[src/rtl/prim_width_adapt_pipe.sv]
// Multi-lane width adapter (extend / truncate / saturate) feeding a 2-entry FIFO.
// Also keeps a sticky, clearable count of accepted items that had a clamped lane.

module prim_width_adapt_lane #(
    parameter int InWidth  = 8,
    parameter int OutWidth = 16
) (
    input  logic [InWidth-1:0]  data_i,
    input  logic [1:0]          mode_i,
    output logic [OutWidth-1:0] data_o,
    output logic                sat_o
);
    if (OutWidth > InWidth) begin : g_widen
        // mode[0] selects sign extension; saturation can never trigger when widening
        logic unused_mode;
        assign unused_mode = mode_i[1];
        assign data_o = {{(OutWidth-InWidth){mode_i[0] & data_i[InWidth-1]}}, data_i};
        assign sat_o  = 1'b0;
    end else if (OutWidth == InWidth) begin : g_pass
        logic unused_mode;
        assign unused_mode = ^mode_i;
        assign data_o = data_i;
        assign sat_o  = 1'b0;
    end else begin : g_narrow
        logic msb, ovf_u, ovf_s;
        assign msb   = data_i[InWidth-1];
        assign ovf_u = |data_i[InWidth-1:OutWidth];
        // Signed value fits only if all dropped bits equal the kept sign bit
        assign ovf_s = data_i[InWidth-1:OutWidth-1] != {(InWidth-OutWidth+1){msb}};

        always_comb begin
            data_o = data_i[OutWidth-1:0];
            sat_o  = 1'b0;
            case (mode_i)
                2'b10: if (ovf_u) begin
                    data_o = '1;
                    sat_o  = 1'b1;
                end
                2'b11: if (ovf_s) begin
                    data_o = {msb, {(OutWidth-1){~msb}}};
                    sat_o  = 1'b1;
                end
                default: ;
            endcase
        end
    end
endmodule

module prim_width_adapt_pipe #(
    parameter int InWidth  = 8,
    parameter int OutWidth = 16,
    parameter int NumLanes = 1,
    parameter int CntWidth = 8
) (
    input  logic                         clk_i,
    input  logic                         rst_ni,
    input  logic                         valid_i,
    output logic                         ready_o,
    input  logic [NumLanes*InWidth-1:0]  data_i,
    input  logic [1:0]                   mode_i,
    output logic                         valid_o,
    input  logic                         ready_i,
    output logic [NumLanes*OutWidth-1:0] data_o,
    output logic [NumLanes-1:0]          sat_o,
    output logic [CntWidth-1:0]          sat_cnt_o,
    input  logic                         clr_cnt_i
);
    typedef struct packed {
        logic [NumLanes-1:0][OutWidth-1:0] data;
        logic [NumLanes-1:0]               sat;
    } entry_t;

    logic [NumLanes-1:0][InWidth-1:0]  lane_in;
    logic [NumLanes-1:0][OutWidth-1:0] lane_out;
    logic [NumLanes-1:0]               lane_sat;

    assign lane_in = data_i;

    for (genvar k = 0; k < NumLanes; k++) begin : g_lane
        prim_width_adapt_lane #(
            .InWidth (InWidth),
            .OutWidth(OutWidth)
        ) u_lane (
            .data_i(lane_in[k]),
            .mode_i(mode_i),
            .data_o(lane_out[k]),
            .sat_o (lane_sat[k])
        );
    end

    entry_t [1:0] mem;
    logic         wr_ptr, rd_ptr;
    logic [1:0]   count, count_next;
    logic         ready_q, valid_q;
    logic         push, pop, cnt_inc;

    assign push    = valid_i & ready_q;
    assign pop     = valid_q & ready_i;
    assign cnt_inc = push & (|lane_sat);

    always_comb begin
        count_next = count;
        case ({push, pop})
            2'b10:   count_next = count + 2'd1;
            2'b01:   count_next = count - 2'd1;
            default: ;
        endcase
    end

    always_ff @(posedge clk_i or negedge rst_ni) begin
        if (!rst_ni) begin
            mem     <= '0;
            wr_ptr  <= 1'b0;
            rd_ptr  <= 1'b0;
            count   <= 2'd0;
            ready_q <= 1'b1;
            valid_q <= 1'b0;
        end else begin
            if (push) begin
                mem[wr_ptr] <= '{data: lane_out, sat: lane_sat};
                wr_ptr      <= ~wr_ptr;
            end
            if (pop) rd_ptr <= ~rd_ptr;
            count   <= count_next;
            ready_q <= count_next != 2'd2;
            valid_q <= count_next != 2'd0;
        end
    end

    // Counts at acceptance, so backpressure downstream never affects it
    always_ff @(posedge clk_i or negedge rst_ni) begin
        if (!rst_ni) begin
            sat_cnt_o <= '0;
        end else if (clr_cnt_i) begin
            sat_cnt_o <= cnt_inc ? CntWidth'(1) : '0;
        end else if (cnt_inc && sat_cnt_o != '1) begin
            sat_cnt_o <= sat_cnt_o + CntWidth'(1);
        end
    end

    assign ready_o = ready_q;
    assign valid_o = valid_q;
    assign data_o  = mem[rd_ptr].data;
    assign sat_o   = mem[rd_ptr].sat;
endmodule

[config.mk]
export PLATFORM = sky130hd
export DESIGN_NAME = prim_width_adapt_pipe
export DESIGN_NICKNAME = d
export VERILOG_FILES = /design/src/rtl/prim_width_adapt_pipe.sv
export SDC_FILE = /design/constraint.sdc
export NUM_CORES = 1
export LEC_CHECK = 0
export ABC_AREA = 1
export BUFFER_PORTS_ARGS = -buffer_cell sky130_fd_sc_hd__buf_2
export CAP_MARGIN = 20
export CORE_UTILIZATION = 25
export DETAILED_ROUTE_END_ITERATION = 10
export PLACE_DENSITY = 0.44
export SYNTH_ARGS = -nofsm -noshare
export SYNTH_HDL_FRONTEND = slang
export SYNTH_SLANG_ARGS = --single-unit
[constraint.sdc]
create_clock -name clk_i -period 1.7 [get_ports clk_i]
set_clock_uncertainty 0.2 [all_clocks]
set_input_delay 0.255 -clock clk_i [delete_from_list [all_inputs] [get_ports clk_i]]
set_output_delay 0.255 -clock clk_i [all_outputs]
set_load 0.02 [all_outputs]
==> results of run 1 <==
==> layer usage <==
metal  up-vias  wire length (microns)  global-route usage
met5         -                      0                   0
met2        34                   1060               0.157
met4         0                     14              0.0261
li1        469                      -                   -
met1       405                   1100               0.122
met3         2                    153              0.0338
==> cells by family after synthesis <==
logic type,share of synthesized area
xor+xnor,0.0144
flops,0.494
compound gates,0.102
fa+ha+maj,0.0103
other cells,0.00308
simple gates,0.195
buf+inv,0.182
==> critical path, delay by kind of cell (launching register included) <==
family | cells | cell delay, ns
buffers and inverters | 3 | 0.33
flip-flops | 1 | 0.44
AND/OR/NAND/NOR | 2 | 0.12
==> sequential cells by signal, summed over array words and instances, names as in the netlist <==
register  flops
valid_o       1
mem          18
ready_o       1
wr_ptr        1
rd_ptr        1
count         2
==> cell usage after synthesis (all sizes together) <==
library cell / n
buf: 19
clkbuf: 1
clkinv: 1
conb: 1
dfrtp: 23
dfstp: 1
ha: 1
inv: 15
nand2: 56
nand3: 2
nand4: 1
o21ai: 18
or2: 1
xor2: 2
==> layout make-up <==
class,count,area (sq um)
Inverter,16,62.6
Tap cell,54,67.6
Timing Repair Buffer,37,243
Multi-Input combinational cell,90,445
Fill cell,515,3220
Clock buffer,4,55.1
Sequential cell,24,603
==> cell usage in the layout, fill, tap and decap left out <==
master          n
o21ai_2         9
inv_1          15
xor2_1          1
inv_4           1
or2_1           1
buf_6           2
dfrtp_2         1
nand2_1        51
dlygate4sd3_1   1
clkbuf_8        4
dfrtp_1        22
buf_4          16
dfstp_2         1
ha_1            1
xor2_2          1
nand2_2         4
o21ai_0         9
nand2_4         1
buf_2          18
nand4_1         1
conb_1          9
nand3_1         2
==> final timing paths <==
check / endpoint / slack, ns / cells past startpoint / startpoint
max: data_o[3] / 0.09 / 5 / rd_ptr$_DFFE_PN0P_
min: mem[1]$_DFFE_PN0P_ / 0.05 / 3 / data_i[0]
max reg2reg: ready_o$_DFF_PN1_ / 0.14 / 6 / ready_o$_DFF_PN1_
min reg2reg: mem[5]$_DFFE_PN0P_ / 0.29 / 2 / mem[5]$_DFFE_PN0P_
max in group asynchronous: rd_ptr$_DFFE_PN0P_ / 0.60 / 2 / rst_ni
min in group asynchronous: mem[19]$_DFFE_PN0P_ / 0.30 / 2 / rst_ni
==> per-stage QoR <==
stage            TNS, ns  setup slack (ns)  power, mW  instances  hold WS (ns)
2_1_floorplan          0            0.0158       2.19        150        -0.241
3_3_place_gp           0             0.140       2.44        218        0.0680
3_5_place_dp           0             0.139       2.47        218        0.0715
4_1_cts        -0.000616         -0.000616       2.87        223        0.0387
5_1_grt                0           0.00259       3.33        225        0.0432
6_report               0            0.0912       3.07        225        0.0464
==> repair_timing <==
item | CTS | global route
pin swaps | 0 | 1
hold endpoints to repair | 23 | 0
hold buffers | 1 | 0
cloned | 0 | 1
resized for setup | 1 | 22
buffers inserted | 0 | 1
endpoints found under the setup margin | 11 | 12
==> where the power goes <==
group | switching [mW] | leakage [nW] | total (mW) | internal (mW)
clock | 0.175 | 0.0288 | 0.381 | 0.207
sequential | 0.161 | 0.292 | 1.01 | 0.853
combinational | 1.00 | 0.493 | 1.67 | 0.671
==> results.md, run 1 <==
- Outcome: finished clean
- Area added between synthesis and finish: 21.2%
- GR Util All Layers: 0.0964
- Clk_lat worst skew: 0.26 ns
- Slew HR: 0.635
- Utilization after layout: 0.315
- DRT Pass-1 Iters: 4
- Post-layout min period: between 1.5 and 2 ns
- Total die area: 5160 sq um
- Leakage: 0.814 nW
- Max cap viols: 0
- Maximum clock frequency: 622 MHz
- Initial Util: 0.260
- Ys Warns: 0
- Area contributors post-synth: dfrtp_1 (47%), nand2_1 (17%), buf_4 (9.9%), o21ai_2 (6.5%), inv_1 (4.6%)
- Startpoint Class: flip-flop
- Total wire length: 2.33 mm
- CP peak stage delay: 0.44 ns
- Die height: 71.8 microns
- Final slew viol count: 0
- Top cell type by total area after synthesis: dfrtp_1
- Mapped Area: between 1000 and 1500 sq um
- WL/cell: 10.3 microns
- Crit path max-delay cell type: dfrtp_2
- Via count: 910
- Port Buffers: 30
- Crit path cell chain: inv_4, buf_4, nand2_1, nand2_2, buf_6
- DR iter-0 viols: between 60 and 70
- N_diodes: 0
- Final setup violation count: 0
- Die X-Extent: 71.8 microns
- Antenna-violating nets left: 0
- Synth top area share: 0.472
- First-pass GRT wire length: 3.77 mm
- Number of global-route vias before repair: 847
- Antenna violations before repair: 0
- WP data arrival: between 1 and 1.5 ns
- Syn Inst Count: between 100 and 150
- Root buf cell: clkbuf_8
- Critical path endpoint category: output pin
- Mean Syn Cell Area: 8.58 sq um
- GP Congestion: roughly 0.67
- Final Cycle Share: 0.946
- Largest net degree at the start of global routing: 25
- Max Root-Sink Buffers: 2
- Core area: 4690 sq um
- Netlist cell types: 19
- Proportion of layout cells with a drive suffix above 1: 0.339
- FP Rows: 25
- TritonCTS Buffers: 3
- Clock sink count: 24
- Post-route design area: 1480 sq um
- Min-delay worst type: input port to flip-flop
- CP Class: flip-flop to output pin
- Unrepaired setup endpoints after global routing: no
- CTS tree: built
- Count of endpoints failing hold in the final timing report: 0
- Post-DR vias/cell: 4.04
- Synth Register Bits: 24
- Crit path max fanout: 5
- H-tree depth: 1
- DPL Wire Length: 1.61 mm
- Number of I/O pins: 42
- Total grt overflow: 0
- Clock slew at reported path FFs: 0.08 ns
- Placed Area: ~1300 sq um
- PD cells: 2080 nW/um^2
- VDD IR max: 0.000571 V
- Worst slew pin tran: 0.547 ns
- Worst EP required: roughly 1.2 ns
- Post-synthesis sequential area ratio: 0.494
- Fin nets: around 190
- # DRC: 0
No activity file was read; power rests on OpenSTA's default activity.
==> run 2: changes to the inputs <==
--- a/config.mk
+++ b/config.mk
@@ -10,7 +10,7 @@
 export CAP_MARGIN = 20
 export CORE_UTILIZATION = 25
 export DETAILED_ROUTE_END_ITERATION = 10
-export PLACE_DENSITY = 0.44
+export PLACE_DENSITY = 0.45
 export SYNTH_ARGS = -nofsm -noshare
 export SYNTH_HDL_FRONTEND = slang
 export SYNTH_SLANG_ARGS = --single-unit
==> constraint.sdc (replaced) <==
create_clock -name clk_i -period 1.3 [get_ports clk_i]
set_clock_uncertainty 0.2 [all_clocks]
set_input_delay 0.195 -clock clk_i [delete_from_list [all_inputs] [get_ports clk_i]]
set_output_delay 0.195 -clock clk_i [all_outputs]
set_load 0.02 [all_outputs]
==> results.md, run 2 (synthesis gave the netlist of run 1 again) <==
- Count of endpoints failing hold in the final timing report: 0 (unchanged)
- Flip-flop count of the largest register after layout: 18 (unchanged)
- Area added between synthesis and finish: 55.7% (was 21.2%)
- Final WS setup: -0.252 ns (was 0.0912 ns)
- Port Buffers: 30 (unchanged)
- Clock slew at reported path FFs: 0.08 ns (about the same)
- Number of global-route vias before repair: 962 (was 847)
- Failing checks: setup timing
- R2R setup slack: -0.25 ns (was 0.14 ns)
- Min-delay worst type: input port to flip-flop (unchanged)
- Crit path max fanout: 4 (was 5)
- Total wire length: 2.92 mm (was 2.33 mm)
- # fillers: 474 (was 515)
- Biggest register: mem (unchanged)
- TritonCTS Buffers: 3 (unchanged)
- Global Route met2 Usage: 0.194 (was 0.157)
- Worst EP required: 1.29 ns (was 1.24 ns)
- Finished Layout Cells: 240 (was 225)
- Switch share: 0.450 (was 0.436)
- Final setup violation count: 32 (was 0)
- Clock sink count: 24 (unchanged)
- WP data arrival: 1.55 ns (was 1.15 ns)
- Total grt overflow: 0 (unchanged)
- Worst slew pin tran: 0.549 ns (was 0.547 ns)
- Crit path max-delay cell type: dfstp_2 (was dfrtp_2)
- Final Cycle Share: 1.19
- Placed cells: 220 (was 218)
- Clock share of power: 0.087 (was 0.124)
- Clk_lat worst skew: 0.26 ns (about the same)
- Slew HR: 0.634 (was 0.635)
- Antenna violations before repair: 0 (unchanged)
- Unrepaired setup endpoints after global routing: yes (was no)
- CP Class: flip-flop to flip-flop (was flip-flop to output pin)
- Hold Path Sink: mem[8]$_DFFE_PN0P_ (was mem[1]$_DFFE_PN0P_)
- Antenna-violating nets left: 0 (unchanged)
- Post-DR vias/cell: 4.25 (was 4.04)
- Max cap viols: 0 (unchanged)
- CP peak stage delay: 0.56 ns (was 0.44 ns)
- VDD IR max: 0.00103 V (was 0.000571 V)
- Maximum clock frequency: 644 MHz
- R2r endpoint: ready_o$_DFF_PN1_ (unchanged)
- Utilization after layout: 0.405 (was 0.315)
- Die X-Extent: 71.8 microns (unchanged)
- Hold Startpoint: data_i[7] (was data_i[0])
- DRT Pass-1 Iters: 4 (unchanged)
- Fin nets: 203 (was 188)
- Max Root-Sink Buffers: 2 (unchanged)
- Die height: 71.8 microns (unchanged)
- Initial Util: 0.260 (unchanged)
- R2r startpoint: ready_o$_DFF_PN1_ (unchanged)
- DPL Wire Length: 1.65 mm (was 1.61 mm)
- GR peak layer: met2 (unchanged)
- Worst slack, placed: -0.187 ns (was 0.139 ns)
- Number of I/O pins: 42 (unchanged)
- N_diodes: 0 (unchanged)
- Commonest non-fill, non-tap cell in the layout: nand2_1 (unchanged)
- Biggest regs: mem (18), count (2) (unchanged)
- M3 GR Usage: 0.0211 (was 0.0338)
- Core area: 4690 sq um (unchanged)
- Total die area: 5160 sq um (unchanged)
- CP most frequent cell: nand2_2
- # DRC: 0 (unchanged)
- Outcome: finished with violations (was finished clean)
- Post-layout min period: 1.55 ns
- Largest net degree at the start of global routing: 25 (unchanged)
- Sequential power share: 0.305 (was 0.331)
- FP Rows: 25 (unchanged)
- Root buf cell: clkbuf_8 (unchanged)
- Reg2Reg Depth: 7 (was 6)
- CTS tree: built (unchanged)
- H-tree depth: 1 (unchanged)
- Most frequent cells in the layout: nand2_1 (25), dfrtp_1 (21), nand2_2 (20) (was nand2_1 (51), dfrtp_1 (22), buf_2 (18))
- Internal: 2.78 mW (was 1.73 mW)
- Critical path endpoint category: flip-flop (was output pin)
- DR iter-0 viols: 18 (was 64)
- Crit path cell chain: nand2_4, ha_4, inv_2, nand3_2, nand2_2, nand2_2, nand2_2 (was inv_4, buf_4, nand2_1, nand2_2, buf_6)
- First-pass GRT wire length: 4.44 mm (was 3.77 mm)
- GP Congestion: 0.702 (was 0.669)
- Hold depth: 3 (unchanged)
- Proportion of layout cells with a drive suffix above 1: 0.538 (was 0.339)
- PD cells: 2660 nW/um^2 (was 2080 nW/um^2)
- Met1 Use GR: 0.139 (was 0.122)
- Via count: 1021 (was 910)
- Startpoint Class: flip-flop (unchanged)
- Final slew viol count: 0 (unchanged)
- Leakage: 0.956 nW (was 0.814 nW)
- GR Util All Layers: 0.111 (was 0.0964)
- Sw power: 2.28 mW (was 1.34 mW)
- Combinational power share: 0.608 (was 0.545)
- WL/cell: 12.2 microns (was 10.3 microns)
==> run 2: cell types whose count changed in the layout (fill, tap and decap cells not counted), moves of 2 or more <==
cell           delta
nand2_1          -26
nand2_2          +16
buf_6            +15
nand2_4          +10
o21ai_0           -9
buf_4             -7
dlygate4sd3_1     +7
o21ai_1           +7
buf_2             -6
nand2_8           +3
inv_1             -2
nand3_1           -2
nand3_2           +2
o21ai_2           +2
==> run 2: area by class of cell <==
cell class,instances,area (sq um),area share
Clock buffer,4,45.0,0.0237
Timing Repair Buffer,48,434,0.229
Sequential cell,24,604,0.318
Inverter,16,77.6,0.0409
Multi-Input combinational cell,93,664,0.350
Tap cell,54,67.6,0.0356
Timing Repair inverter,1,5.00,0.00264
==> run 2: worst max-delay path: cells and delay by family, from the launching register on <==
family	cells	cell delay, ns
and+or+nand+nor	5	0.35
DFF	1	0.56
buffers and inverters	1	0.05
adders and majority gates	1	0.32
==> run 2: worst max-delay path by stage <==
stage,from,end,depth (start not counted)
detailed placement,ready_o$_DFF_PN1_,mem[3]$_DFFE_PN0P_,5
CTS,rd_ptr$_DFFE_PN0P_,data_o[7],4
finish,ready_o$_DFF_PN1_,ready_o$_DFF_PN1_,7
floorplan,ready_o$_DFF_PN1_,mem[15]$_DFFE_PN0P_,5
global placement,ready_o$_DFF_PN1_,mem[6]$_DFFE_PN0P_,5
global route,ready_o$_DFF_PN1_,ready_o$_DFF_PN1_,7
==> run 2: metal layers <==
| metal | vias up | share of wire | routed length (microns) |
|---|---|---|---|
| li1 | 497 | - | - |
| met1 | 500 | 0.42 | 1230 |
| met2 | 20 | 0.54 | 1570 |
| met3 | 4 | 0.034 | 100 |
| met4 | 0 | 0.0082 | 24 |
| met5 | - | 0 | 0 |
==> run 2: per-stage QoR <==
step                      instance area (sq um)  hold slack [ns]  setup TNS [ns]  power [mW]
final                                      1900           0.0109           -6.72        5.05
after global routing                       1900           0.0223           -8.66        5.39
after floorplan                            1330           -0.301           -3.57        3.12
after detailed placement                   1400          0.00995           -3.27        3.40
after CTS                                  1730          0.00676           -6.40        4.61
after global placement                     1400          0.00559           -2.88        3.34
==> run 2: what timing repair did <==
| item | in CTS | in global routing |
|---|---|---|
| setup endpoints to repair | 41 | 42 |
| setup buffers | 1 | 2 |
| endpoints found under the hold margin | 30 | 0 |
| hold buffers | 8 | 0 |
| resized for setup | 64 | 31 |
| pin swaps | 11 | 7 |
| cloned | 3 | 2 |
==> run 2: power groups by stage <==
stage | sequential (mW) | combinational, mW | clock [mW]
final | 1.54 | 3.07 | 0.442
after global routing | 1.60 | 3.30 | 0.497
after CTS | 1.42 | 2.73 | 0.460
after detailed placement | 1.34 | 2.06 | 0
after global placement | 1.33 | 2.01 | 0
after floorplan | 1.32 | 1.81 | 0
==> run 3: changes to the inputs <==
--- a/config.mk
+++ b/config.mk
@@ -8,6 +8,7 @@
 export ABC_AREA = 1
 export BUFFER_PORTS_ARGS = -buffer_cell sky130_fd_sc_hd__buf_2
 export CAP_MARGIN = 20
+export CORE_MARGIN = 4
 export CORE_UTILIZATION = 25
 export DETAILED_ROUTE_END_ITERATION = 10
 export PLACE_DENSITY = 0.45
==> results.md, run 3 (synthesis gave the netlist of run 1 again) <==
- Outcome: finished with violations (unchanged)
- Failing checks: setup timing (unchanged)
- Reg2Reg Depth: 4 (was 7)
- Biggest regs: mem (18), count (2) (unchanged)
- Initial Util: 0.258 (was 0.260)
- Clock slew at reported path FFs: 0.09 ns (was 0.08 ns)
- Final setup violation count: 40 (was 32)
- Count of endpoints failing hold in the final timing report: 0 (unchanged)
- Area of the multi-input gates: 637 sq um (was 664 sq um)
- Final slew viol count: 0 (unchanged)
- Crit path max-delay cell type: dfrtp_2 (was dfstp_2)
- Port Buffers: 30 (unchanged)
- PD cells: 2680 nW/um^2 (was 2660 nW/um^2)
- Unrepaired setup endpoints after global routing: yes (unchanged)
- VDD IR max: 0.00116 V (was 0.00103 V)
- Largest net degree at the start of global routing: 25 (unchanged)
- # fillers: 484 (was 474)
- DRT Pass-1 Iters: 4 (unchanged)
- Finished Layout Cells: 252 (was 240)
- Crit. path cell count: 4 (was 7)
- N_diodes: 0 (unchanged)
- # DRC: 0 (unchanged)
- Placed cells: 232 (was 220)
- H-tree depth: 1 (unchanged)
- CP most frequent cell: buf_6 (was nand2_2)
- Final WS setup: -0.265 ns (was -0.252 ns)
- WP data arrival: 1.17 ns (was 1.55 ns)
- FP Rows: 25 (unchanged)
- Reg area: 604 sq um (unchanged)
- Final Cycle Share: 1.20 (was 1.19)
- GR Util All Layers: 0.100 (was 0.111)
- Die height: 77.8 microns (was 71.8 microns)
- Antenna-violating nets left: 0 (unchanged)
- Worst EP required: 0.90 ns (was 1.29 ns)
- Area added between synthesis and finish: 55.2% (was 55.7%)
- Number of global-route vias before repair: 1031 (was 962)
- Clock sink count: 24 (unchanged)
- Antenna violations before repair: 0 (unchanged)
- Max Root-Sink Buffers: 2 (unchanged)
- Most frequent cells in the layout: nand2_1 (24), nand2_2 (23), dfrtp_1 (21) (was nand2_1 (25), dfrtp_1 (21), nand2_2 (20))
- GP Congestion: 0.734 (was 0.702)
- Critical path endpoint category: output pin (was flip-flop)
- CP Class: flip-flop to output pin (was flip-flop to flip-flop)
- Setup TNS: -6.74 ns (was -6.72 ns)
- Die X-Extent: 77.8 microns (was 71.8 microns)
- Biggest register: mem (unchanged)
- WHS: 0.00276 ns (was 0.0109 ns)
- Leakage: 0.943 nW (was 0.956 nW)
- Utilization after layout: 0.401 (was 0.405)
- TritonCTS Buffers: 3 (unchanged)
- Total die area: 6060 sq um (was 5160 sq um)
- Total wire length: 2.81 mm (was 2.92 mm)
- Startpoint Class: flip-flop (unchanged)
- Number of I/O pins: 42 (unchanged)
- Root buf cell: clkbuf_8 (unchanged)
- Hold depth: 3 (unchanged)
- Post-layout min period: 1.57 ns (was 1.55 ns)
- CTS tree: built (unchanged)
- Clk_lat worst skew: 0.26 ns (about the same)
- Crit path max fanout: 7 (was 4)
- Total grt overflow: 0 (unchanged)
- Worst slew pin tran: 0.529 ns (was 0.549 ns)
- Post-DR vias/cell: 3.99 (was 4.25)
- First-pass GRT wire length: 4.86 mm (was 4.44 mm)
- Via count: 1006 (was 1021)
- Slew HR: 0.647 (was 0.634)
- CP delay by family, top: flip-flops (unchanged)
- DR iter-0 viols: 28 (was 18)
- Maximum clock frequency: 639 MHz (was 644 MHz)
- CP peak stage delay: 0.48 ns (was 0.56 ns)
- Max cap viols: 0 (unchanged)
- Flip-flop count of the largest register after layout: 18 (unchanged)
- WL/cell: 11.1 microns (was 12.2 microns)
- DPL Wire Length: 1.72 mm (was 1.65 mm)
- Crit path cell chain: buf_6, nand2_1, nand2_2, buf_6 (was nand2_4, ha_4, inv_2, nand3_2, nand2_2, nand2_2, nand2_2)
- Proportion of layout cells with a drive suffix above 1: 0.535 (was 0.538)
- Fin nets: 202 (was 203)
- Core area: 4720 sq um (was 4690 sq um)
- Buf/Inv on CP: 2 (was 1)
- Min-delay worst type: input port to flip-flop (unchanged)
- Commonest non-fill, non-tap cell in the layout: nand2_1 (unchanged)
- PnR Total Power: 5.07 mW (was 5.05 mW)
run 3: stage by stage:
| step | instance area [sq um] | worst slack [ns] |
|---|---|---|
| 6_report | 1890 | -0.265 |
| 5_1_grt | 1890 | -0.343 |
| 3_5_place_dp | 1400 | -0.169 |
| 2_1_floorplan | 1330 | -0.218 |
| 4_1_cts | 1720 | -0.266 |
| 3_3_place_gp | 1400 | -0.164 |
run 3: area by class of cell:
| cell class | count | share of cell area |
|---|---|---|
| flip-flops and latches | 24 | 0.319 |
| inverters | 16 | 0.0410 |
| repair buffers | 47 | 0.218 |
| well taps | 67 | 0.0443 |
| repair inverters | 1 | 0.00331 |
| multi-input cells | 93 | 0.337 |
| clock buffers | 3 | 0.0218 |
| clock inverters | 1 | 0.0159 |
run 3: per-layer routing:
layer  wire length (microns)  part of all wire  global-route usage  vias up
met5                       0                 0                   0        -
met2                    1430              0.51               0.168       30
li1                        -                 -                   -      498
met4                      40             0.014              0.0374        0
met3                     120             0.043              0.0128        5
met1                    1220              0.43               0.132      473
run 3: repair_timing:
action / in CTS / in global routing
setup buffers: 2 / 1
hold buffers: 8 / 0
gates cloned: 3 / 2
endpoints found under the setup margin: 40 / 40
gates resized for setup: 47 / 40
endpoints found under the hold margin: 34 / 0
pin swaps: 9 / 10
run 3: path summary, 6_finish.rpt:
check / from / end / slack [ns]
hold reg to reg: mem[32]$_DFFE_PN0P_ / mem[32]$_DFFE_PN0P_ / 0.29
min in group asynchronous: rst_ni / mem[21]$_DFFE_PN0P_ / 0.23
setup / recovery: rd_ptr$_DFFE_PN0P_ / data_o[4] / -0.27
setup reg to reg: ready_o$_DFF_PN1_ / valid_o$_DFF_PN0_ / -0.21
hold / removal: mode_i[0] / mem[15]$_DFFE_PN0P_ / 0.003
max in group asynchronous: rst_ni / rd_ptr$_DFFE_PN0P_ / 0.28
run 3: tightest hold or removal path, cell delays in order:
cell and delay, ns:
buf_2 0.10, nand2_1 0.09, o21ai_2 0.06
run 3: where the power goes:
| group | internal (mW) | switching [mW] |
|---|---|---|
| Clock | 0.412 | 0.244 |
| Sequential | 1.12 | 0.400 |
| Combinational | 1.34 | 1.56 |
| Total | 2.87 | 2.20 |
